## src/rtl/param_counter.sv

```systemverilog
// param_counter: up/down counter with wrap, saturate and one-shot modes.
// Reset is synchronous and active-low (rst_n). tc and done are registered.
// Optional prescaler: define COUNTER_PRESCALE_EN so that a step happens only on
// every PRESCALE-th qualifying cycle. With the macro undefined the prescaler is
// not built and every qualifying cycle steps.
module param_counter #(
  parameter int WIDTH    = 8,
  parameter int PRESCALE = 4
) (
  input  logic             clk,
  input  logic             rst_n,
  input  logic             en,
  input  logic             load,
  input  logic [WIDTH-1:0] load_val,
  input  logic             up_dn,
  input  logic [1:0]       mode,
  input  logic [WIDTH-1:0] limit,
  output logic [WIDTH-1:0] count,
  output logic             tc,
  output logic             done
);

  localparam logic [1:0] MODE_WRAP     = 2'b00;
  localparam logic [1:0] MODE_SAT      = 2'b01;
  localparam logic [1:0] MODE_ONESHOT  = 2'b10;
  localparam logic [1:0] MODE_RESERVED = 2'b11;

  // Legal parameter window; an out-of-range build never steps.
  localparam bit CFG_OK = (WIDTH >= 2) && (WIDTH <= 32) &&
                          (PRESCALE >= 2) && (PRESCALE <= 256);

  logic [WIDTH-1:0] r_count;
  logic [WIDTH-1:0] r_count_next;
  logic             r_tc;
  logic             r_tc_next;
  logic             r_done;
  logic             r_done_next;

  logic             w_qualify;
  logic             w_tick;
  logic             w_step;
  logic             w_term;
  logic             w_wrap_mode;
  logic             w_oneshot_mode;
  logic [WIDTH-1:0] w_inc;
  logic [WIDTH-1:0] w_dec;

  // A cycle qualifies for counting (and for advancing the prescaler) only
  // when enabled, not loading and not parked in one-shot completion.
  assign w_qualify = en & ~load & ~r_done;

`ifdef COUNTER_PRESCALE_EN
  localparam int             PW      = (PRESCALE > 2) ? $clog2(PRESCALE) : 1;
  localparam logic [PW-1:0]  PS_LAST = PW'(PRESCALE - 1);

  logic [PW-1:0] r_ps;

  // Prescaler: free-runs 0..PRESCALE-1 on qualifying cycles; load/reset clear it.
  always_ff @(posedge clk) begin
    if (!rst_n || load) begin
      r_ps <= '0;
    end else if (w_qualify) begin
      r_ps <= (r_ps == PS_LAST) ? '0 : r_ps + PW'(1);
    end
  end

  assign w_tick = CFG_OK && (r_ps == PS_LAST);
`else
  assign w_tick = CFG_OK;
`endif

  assign w_step         = w_qualify & w_tick;
  assign w_inc          = r_count + WIDTH'(1);
  assign w_dec          = r_count - WIDTH'(1);
  assign w_wrap_mode    = (mode == MODE_WRAP) || (mode == MODE_RESERVED);
  assign w_oneshot_mode = (mode == MODE_ONESHOT);
  // Up: at or beyond limit is terminal (covers a load above limit).
  assign w_term         = up_dn ? (r_count >= limit) : (r_count == '0);

  // Next-state: load beats step beats hold; tc only on a non-terminal arrival.
  always_comb begin
    r_count_next = r_count;
    r_done_next  = r_done;
    r_tc_next    = 1'b0;
    if (load) begin
      r_count_next = load_val;
      r_done_next  = 1'b0;
    end else if (w_step) begin
      if (w_term) begin
        if (w_wrap_mode) begin
          r_count_next = up_dn ? '0 : limit;
        end else if (w_oneshot_mode) begin
          r_done_next = 1'b1;
        end
        // MODE_SAT holds count with no flag.
      end else if (up_dn) begin
        r_count_next = w_inc;
        r_tc_next    = (w_inc == limit);
      end else begin
        r_count_next = w_dec;
        r_tc_next    = (w_dec == '0);
      end
    end
  end

  // State registers with synchronous active-low reset.
  always_ff @(posedge clk) begin
    if (!rst_n) begin
      r_count <= '0;
      r_tc    <= 1'b0;
      r_done  <= 1'b0;
    end else begin
      r_count <= r_count_next;
      r_tc    <= r_tc_next;
      r_done  <= r_done_next;
    end
  end

  assign count = r_count;
  assign tc    = r_tc;
  assign done  = r_done;

  // MODE_SAT is named for readability; saturate is the default hold path.
  logic w_unused_sat;
  assign w_unused_sat = (mode == MODE_SAT);

endmodule

```

## config.mk

```make
export PLATFORM = sky130hd
export DESIGN_NAME = param_counter
export DESIGN_NICKNAME = d
export VERILOG_FILES = /design/src/rtl/param_counter.sv
export SDC_FILE = /design/constraint.sdc
export NUM_CORES = 1
export LEC_CHECK = 0
export CELL_PAD_IN_SITES_DETAIL_PLACEMENT = 0
export CELL_PAD_IN_SITES_GLOBAL_PLACEMENT = 1
export CORE_UTILIZATION = 30
export CTS_CLUSTER_SIZE = 40
export DETAILED_ROUTE_END_ITERATION = 10
export PLACE_DENSITY_LB_ADDON = 0.1
export SETUP_SLACK_MARGIN = 0.5
export SLEW_MARGIN = 20
export SYNTH_ARGS = -nofsm -noshare
export SYNTH_HDL_FRONTEND = slang
export SYNTH_SLANG_ARGS = --single-unit
```

## constraint.sdc

```tcl
create_clock -name clk -period 2.1 [get_ports clk]
set_input_delay 0.21 -clock clk [delete_from_list [all_inputs] [get_ports clk]]
set_output_delay 0.21 -clock clk [all_outputs]
set_load 0.02 [all_outputs]
```

## Yosys cells after proc, flatten, opt, wreduce, memory -nomap -nowiden

Cells that the tools add are included.

- Output and inout port bits: 10
- Register bits after elaboration: 10
- Input bits: 23
- Logic and storage cells: 34

- Equal/unequal tests: 4
- Mux-type cells: 8
- $add $sub $neg: 2
- Reductions and logical operators: 9
- Bitwise gates (word level): 7
- Order comparisons: 1

Operators by type and width:

| cell | number |
|---|---|
| 2-to-1 mux 8 bit | 6 |
| zero test 8 bit | 2 |
| adder 8 x 1 -> 8 bit (second input constant) | 1 |
| == test 8 bit | 1 |
| >= comparator 8 bit | 1 |
| subtractor 8 x 1 -> 8 bit (second input constant) | 1 |
| NOT 1 bit | 5 |
| == test 2 bit (second input constant) | 2 |
| AND reduction 4 bit | 1 |
| OR reduction 4 bit | 1 |
| inequality test 3 x 2 -> 1 bit (second input constant) | 1 |
| AND 1 bit | 2 |
| zero test 2 bit | 1 |
| 2-to-1 mux 1 bit | 2 |
| AND reduction 2 bit | 1 |
| nonzero test 2 bit | 1 |
| OR reduction 2 bit | 1 |
| logical OR 1 bit | 1 |

## Depth between registers and ports, before layout

- Depth after elaboration: 6
- Depth in mapped cells: 10
- Gate-level depth less buffers: 8

## Least setup slack after synthesis

No wires, ideal clock.

- Path kind: register -> register
- From: register r_count[0] (netlist: count[0])
- To: register r_count[7] (netlist: count[7])
- Data required time: 2.021 ns
- Data arrival time: 2.205 ns
- Stages on the path, launching flop included: 10
- Path slack: -0.184 ns
- Path buffers: 2
- Library setup time: 0.079 ns
- Period minus slack after synthesis: 2.284 ns
- Cells stage by stage: dfxtp_1 -> buf_6 -> inv_1 -> ha_1 -> o21ai_0 -> a211oi_1 -> o21ba_2 -> buf_2 -> mux2_2 -> o211ai_1

- Longest elaborated chain between the ends: 5
- Elaborated cells on any way between the ends: 11
- Classes of those cells: add/sub (2); order compare (1); eq/ne (1); mux (5); reduce/logical (2)

RTL lines:

| element | RTL line | text |
|---|---|---|
| start, declared | 32 | `logic [WIDTH-1:0] r_count;` |
| start signal, assigned | 113 | `r_count <= r_count_next;` |
| subtractor 8 x 1 -> 8 bit (tied with other cells) | 74 | `assign w_dec = r_count - WIDTH'(1);` |
| 2-to-1 mux 8 bit or 2-to-1 mux 1 bit (tied branches) | 96, 78 |  |
| 2-to-1 mux 8 bit | 89 | `if (w_term) begin` |
| 2-to-1 mux 8 bit | 88 | `end else if (w_step) begin` |
| 2-to-1 mux 8 bit | 85 | `if (load) begin` |

Parallel ways exist; a longest one is shown, timed or not. The select of a mux whose other input is x is not followed.
A chain may end at the register's enable or synchronous reset.

## Worst setup path after layout

- From: register r_count[3] (netlist: count[3])
- To: register r_count[6] (netlist: count[6])

The elaborated chain is that of the path after synthesis.

==> impl_results.md <==
- Status: finished, final reports clean
- WP data arrival: 2.20 ns
- Synth unique cells: 51
- Synth Warn #: 0
- DP Worst Slack: -0.382 ns
- Per-cell routed wire length: 17.0 µm
- Routed vias: approximately 1700
- Fmax: 0.485 GHz
- Final setup fails: 0
- Final Hold Viols: 0
- Final Cycle Share: ~98%
- First-pass detailed-route iteration total: 6
- Max_slew headroom: approximately 75%
- Max-Cap Viols: 0
- Metal-1 WL: 2430 µm
- Number of synthesized register bits: 10
- WL met2: 2660 µm
- Die W: 70.9 µm
- Core box area: between 4000 and 5000 µm²
- FP Rows: 24
- Final max-slew violation count: 0
- Antenna violations before repair: 0
- Met3 WL: 226 µm
- Largest net degree at the start of global routing: 14
- Area of the die: 5030 µm²
- DRC violation total after the first TritonRoute iteration: 92
- Post-Synth Adder-Cell Area: 12.2%
- Critical path class: flip-flop to flip-flop
- Share of layout cells above drive strength 1: 43.4%
- Startpoint types: flip-flop
- Largest family of logic cells by synthesized area: simple AND/OR/NAND/NOR gates
- Synth Cell Area: 1430 µm²
- Gate Count Post-Synth: 191
- Syn Nets: ~230
- Skew final: roughly 0.0069 ns
- Sequential area share after synthesis: 14.0%
- # DRC: 0
- Vias in the first global route: approximately 1800
- Non-Filler Instances: 317
- Top FF cell, synth: dfxtp_1
- Die Y: 70.9 µm
- Post-synth EDFFs: 0
- Worst slew pin tran: 0.364 ns
- Hold buffers post-CTS: 0
- HPWL Detailed: 3930 µm
- Critical path fanouts, max: 5
- FFs w/ async S/R, synth: 0%
- Worst endpoint required time: 2.24 ns
- Max layer used: met4
- CTS Buf Count: 3
- Crit. End Element: flip-flop
- Post-Synth XOR/XNOR Area: 10.4%
- Io pins: 33
- Total power: 0.00123 W
- Setup repair after global routing missed its margin: true
- Clk Latency, worst-skew pair: 0.24 ns
- GRT overflow: 0
- Maximum VDD drop: 0.472 mV
- Worst setup margin: roughly 0.04 ns
- Clock buffer depth: 2
- CTS Root Cell: clkbuf_8
- Final core occ: 56.4%
- H-tree depth: 1
- P per Cell Area: 486 nW/µm²
- GRT Total Usage: 22.5%
- Routed Wire Length: 5400 µm
- CTS sink count: 10
- Post-Synth Simple-Gate Area: 27.3%
- Starting Density: 31.9%
- Multiplexer area fraction after synthesis: 2.90%
- Min-Delay Path Class: flip-flop to flip-flop
- Count of buffers from port buffering: 32
- First-pass GRT wire length: 9000 µm
- Mean Syn Cell Area: ~7.5 µm²
- Via density: 5.51
- Final GP Congestion: 0.915
- Leak: 1.02 nW
- Clk slew on worst S/H paths: 0.05 ns
- Post-layout min period: 2.06 ns
- Final Net Count: 302
- Placed insts: 301
- TritonCTS clock tree: yes
- DRT antenna net count: 0
- Synth Area in Compound Gates: 23.3%
- Area growth syn-to-layout: 77.2%
- ANT cells: 0
[stage by stage]
| step | hold WS [ns] | cell area (µm²) | TNS (ns) |
|---|---|---|---|
| 3_3_place_gp | 0.494 | 2100 | -2.44 |
| 2_1_floorplan | 0.363 | 1520 | 0 |
| 6_report | 0.513 | 2520 | 0 |
| 5_1_grt | 0.551 | 2520 | -0.200 |
| 3_5_place_dp | 0.487 | 2100 | -3.10 |
| 4_1_cts | 0.510 | 2420 | 0 |
[cell usage after synthesis, drive strengths merged (2+ instances only)]
cell type / number / area (µm²)
a2111oi: 3 / 27.5
a211oi: 5 / 37.5
a21oi: 11 / 55.1
a2bb2oi: 2 / 17.5
and2: 2 / 12.5
buf: 11 / 78.8
clkbuf: 3 / 12.5
dfxtp: 10 / 200
ha: 13 / 163
inv: 13 / 48.8
mux2i: 3 / 30.0
nand2: 13 / 48.8
nand3: 9 / 45.0
nand4: 4 / 25.0
nor2: 13 / 48.8
nor3: 8 / 40.0
nor4: 5 / 31.3
nor4b: 4 / 41.3
o211ai: 2 / 15.0
o21ai: 11 / 58.8
o22ai: 3 / 18.8
o31ai: 2 / 15.0
o32ai: 2 / 25.0
or3: 4 / 25.0
xnor2: 5 / 43.8
xor2: 12 / 105
[report_power, final]
part / leakage, nW / internal [W] / switching (W)
sequential: 0.0868 / 0.000209 / 0.0000373
clock: 0.0288 / 0.000165 / 0.0000798
combinational: 0.907 / 0.000371 / 0.000365
[final timing paths]
kind	slack, ns	cells past startpoint	start	to
setup / recovery	0.04	10	count[3]$_SDFFE_PN0P_	count[6]$_SDFFE_PN0P_
hold / removal	0.51	2	done$_SDFFE_PP0P_	done$_SDFFE_PP0P_
setup reg to reg	0.04	10	count[3]$_SDFFE_PN0P_	count[6]$_SDFFE_PN0P_
hold reg to reg	0.51	2	done$_SDFFE_PP0P_	done$_SDFFE_PP0P_
[registers in the layout (all words and copies together) (netlist names)]
name / flops
count: 8
tc: 1
done: 1
[area by class of cell]
class | count | area (µm²)
multi-input cells | 154 | 1400
well taps | 52 | 65.1
clock buffers | 4 | 55.1
repair buffers | 84 | 732
flip-flops and latches | 10 | 225
fillers | 397 | 1950
inverters | 13 | 51.3
[critical path, cell delays in order (launching register included)]
cell and delay, ns:
dfxtp_4 0.38, ha_4 0.15, buf_6 0.09, o21a_1 0.17
a21oi_4 0.08, a211oi_4 0.34, buf_4 0.19, o21ai_4 0.06
buf_6 0.14, or3_1 0.30, o31ai_1 0.07
[placed cells by master, fill, tap and decap left out, types with 4 or more instances in the layout]
cell type | netlist | final
buf_4 | 2 | 43
clkdlybuf4s50_1 | 0 | 19
nand2_1 | 13 | 13
nor2_1 | 13 | 12
xor2_1 | 12 | 12
dlygate4sd2_1 | 0 | 12
a21oi_1 | 11 | 9
ha_4 | 0 | 9
buf_6 | 3 | 9
inv_2 | 0 | 7
nand3_1 | 9 | 7
o21ai_0 | 10 | 7
nor3_1 | 8 | 6
dfxtp_4 | 0 | 6
inv_1 | 13 | 5
xnor2_1 | 5 | 5
a211oi_1 | 5 | 4
nand4_1 | 4 | 4
clkbuf_8 | 0 | 4
[timing repair]
item | in CTS | in global routing
setup endpoints to repair | 14 | 11
buffers inserted | 9 | 2
resized for setup | 56 | 16
cloned | 1 | 0
pin swaps | 13 | 10
[metal layers]
metal  up-vias  GRT usage [%]
li1        854              -
met3        12           2.28
met5         -              0
met1       833           29.0
met2        49           40.1
met4         0           5.56
[kinds of logic after synthesis]
group / after synthesis
adders and majority gates: 14
buffers and inverters: 27
AOI/OAI and AO/OA: 48
muxes: 4
and+or+nand+nor: 71
DFF: 10
xor gates and xnor gates: 17
No activity file was read; power rests on OpenSTA's default activity.
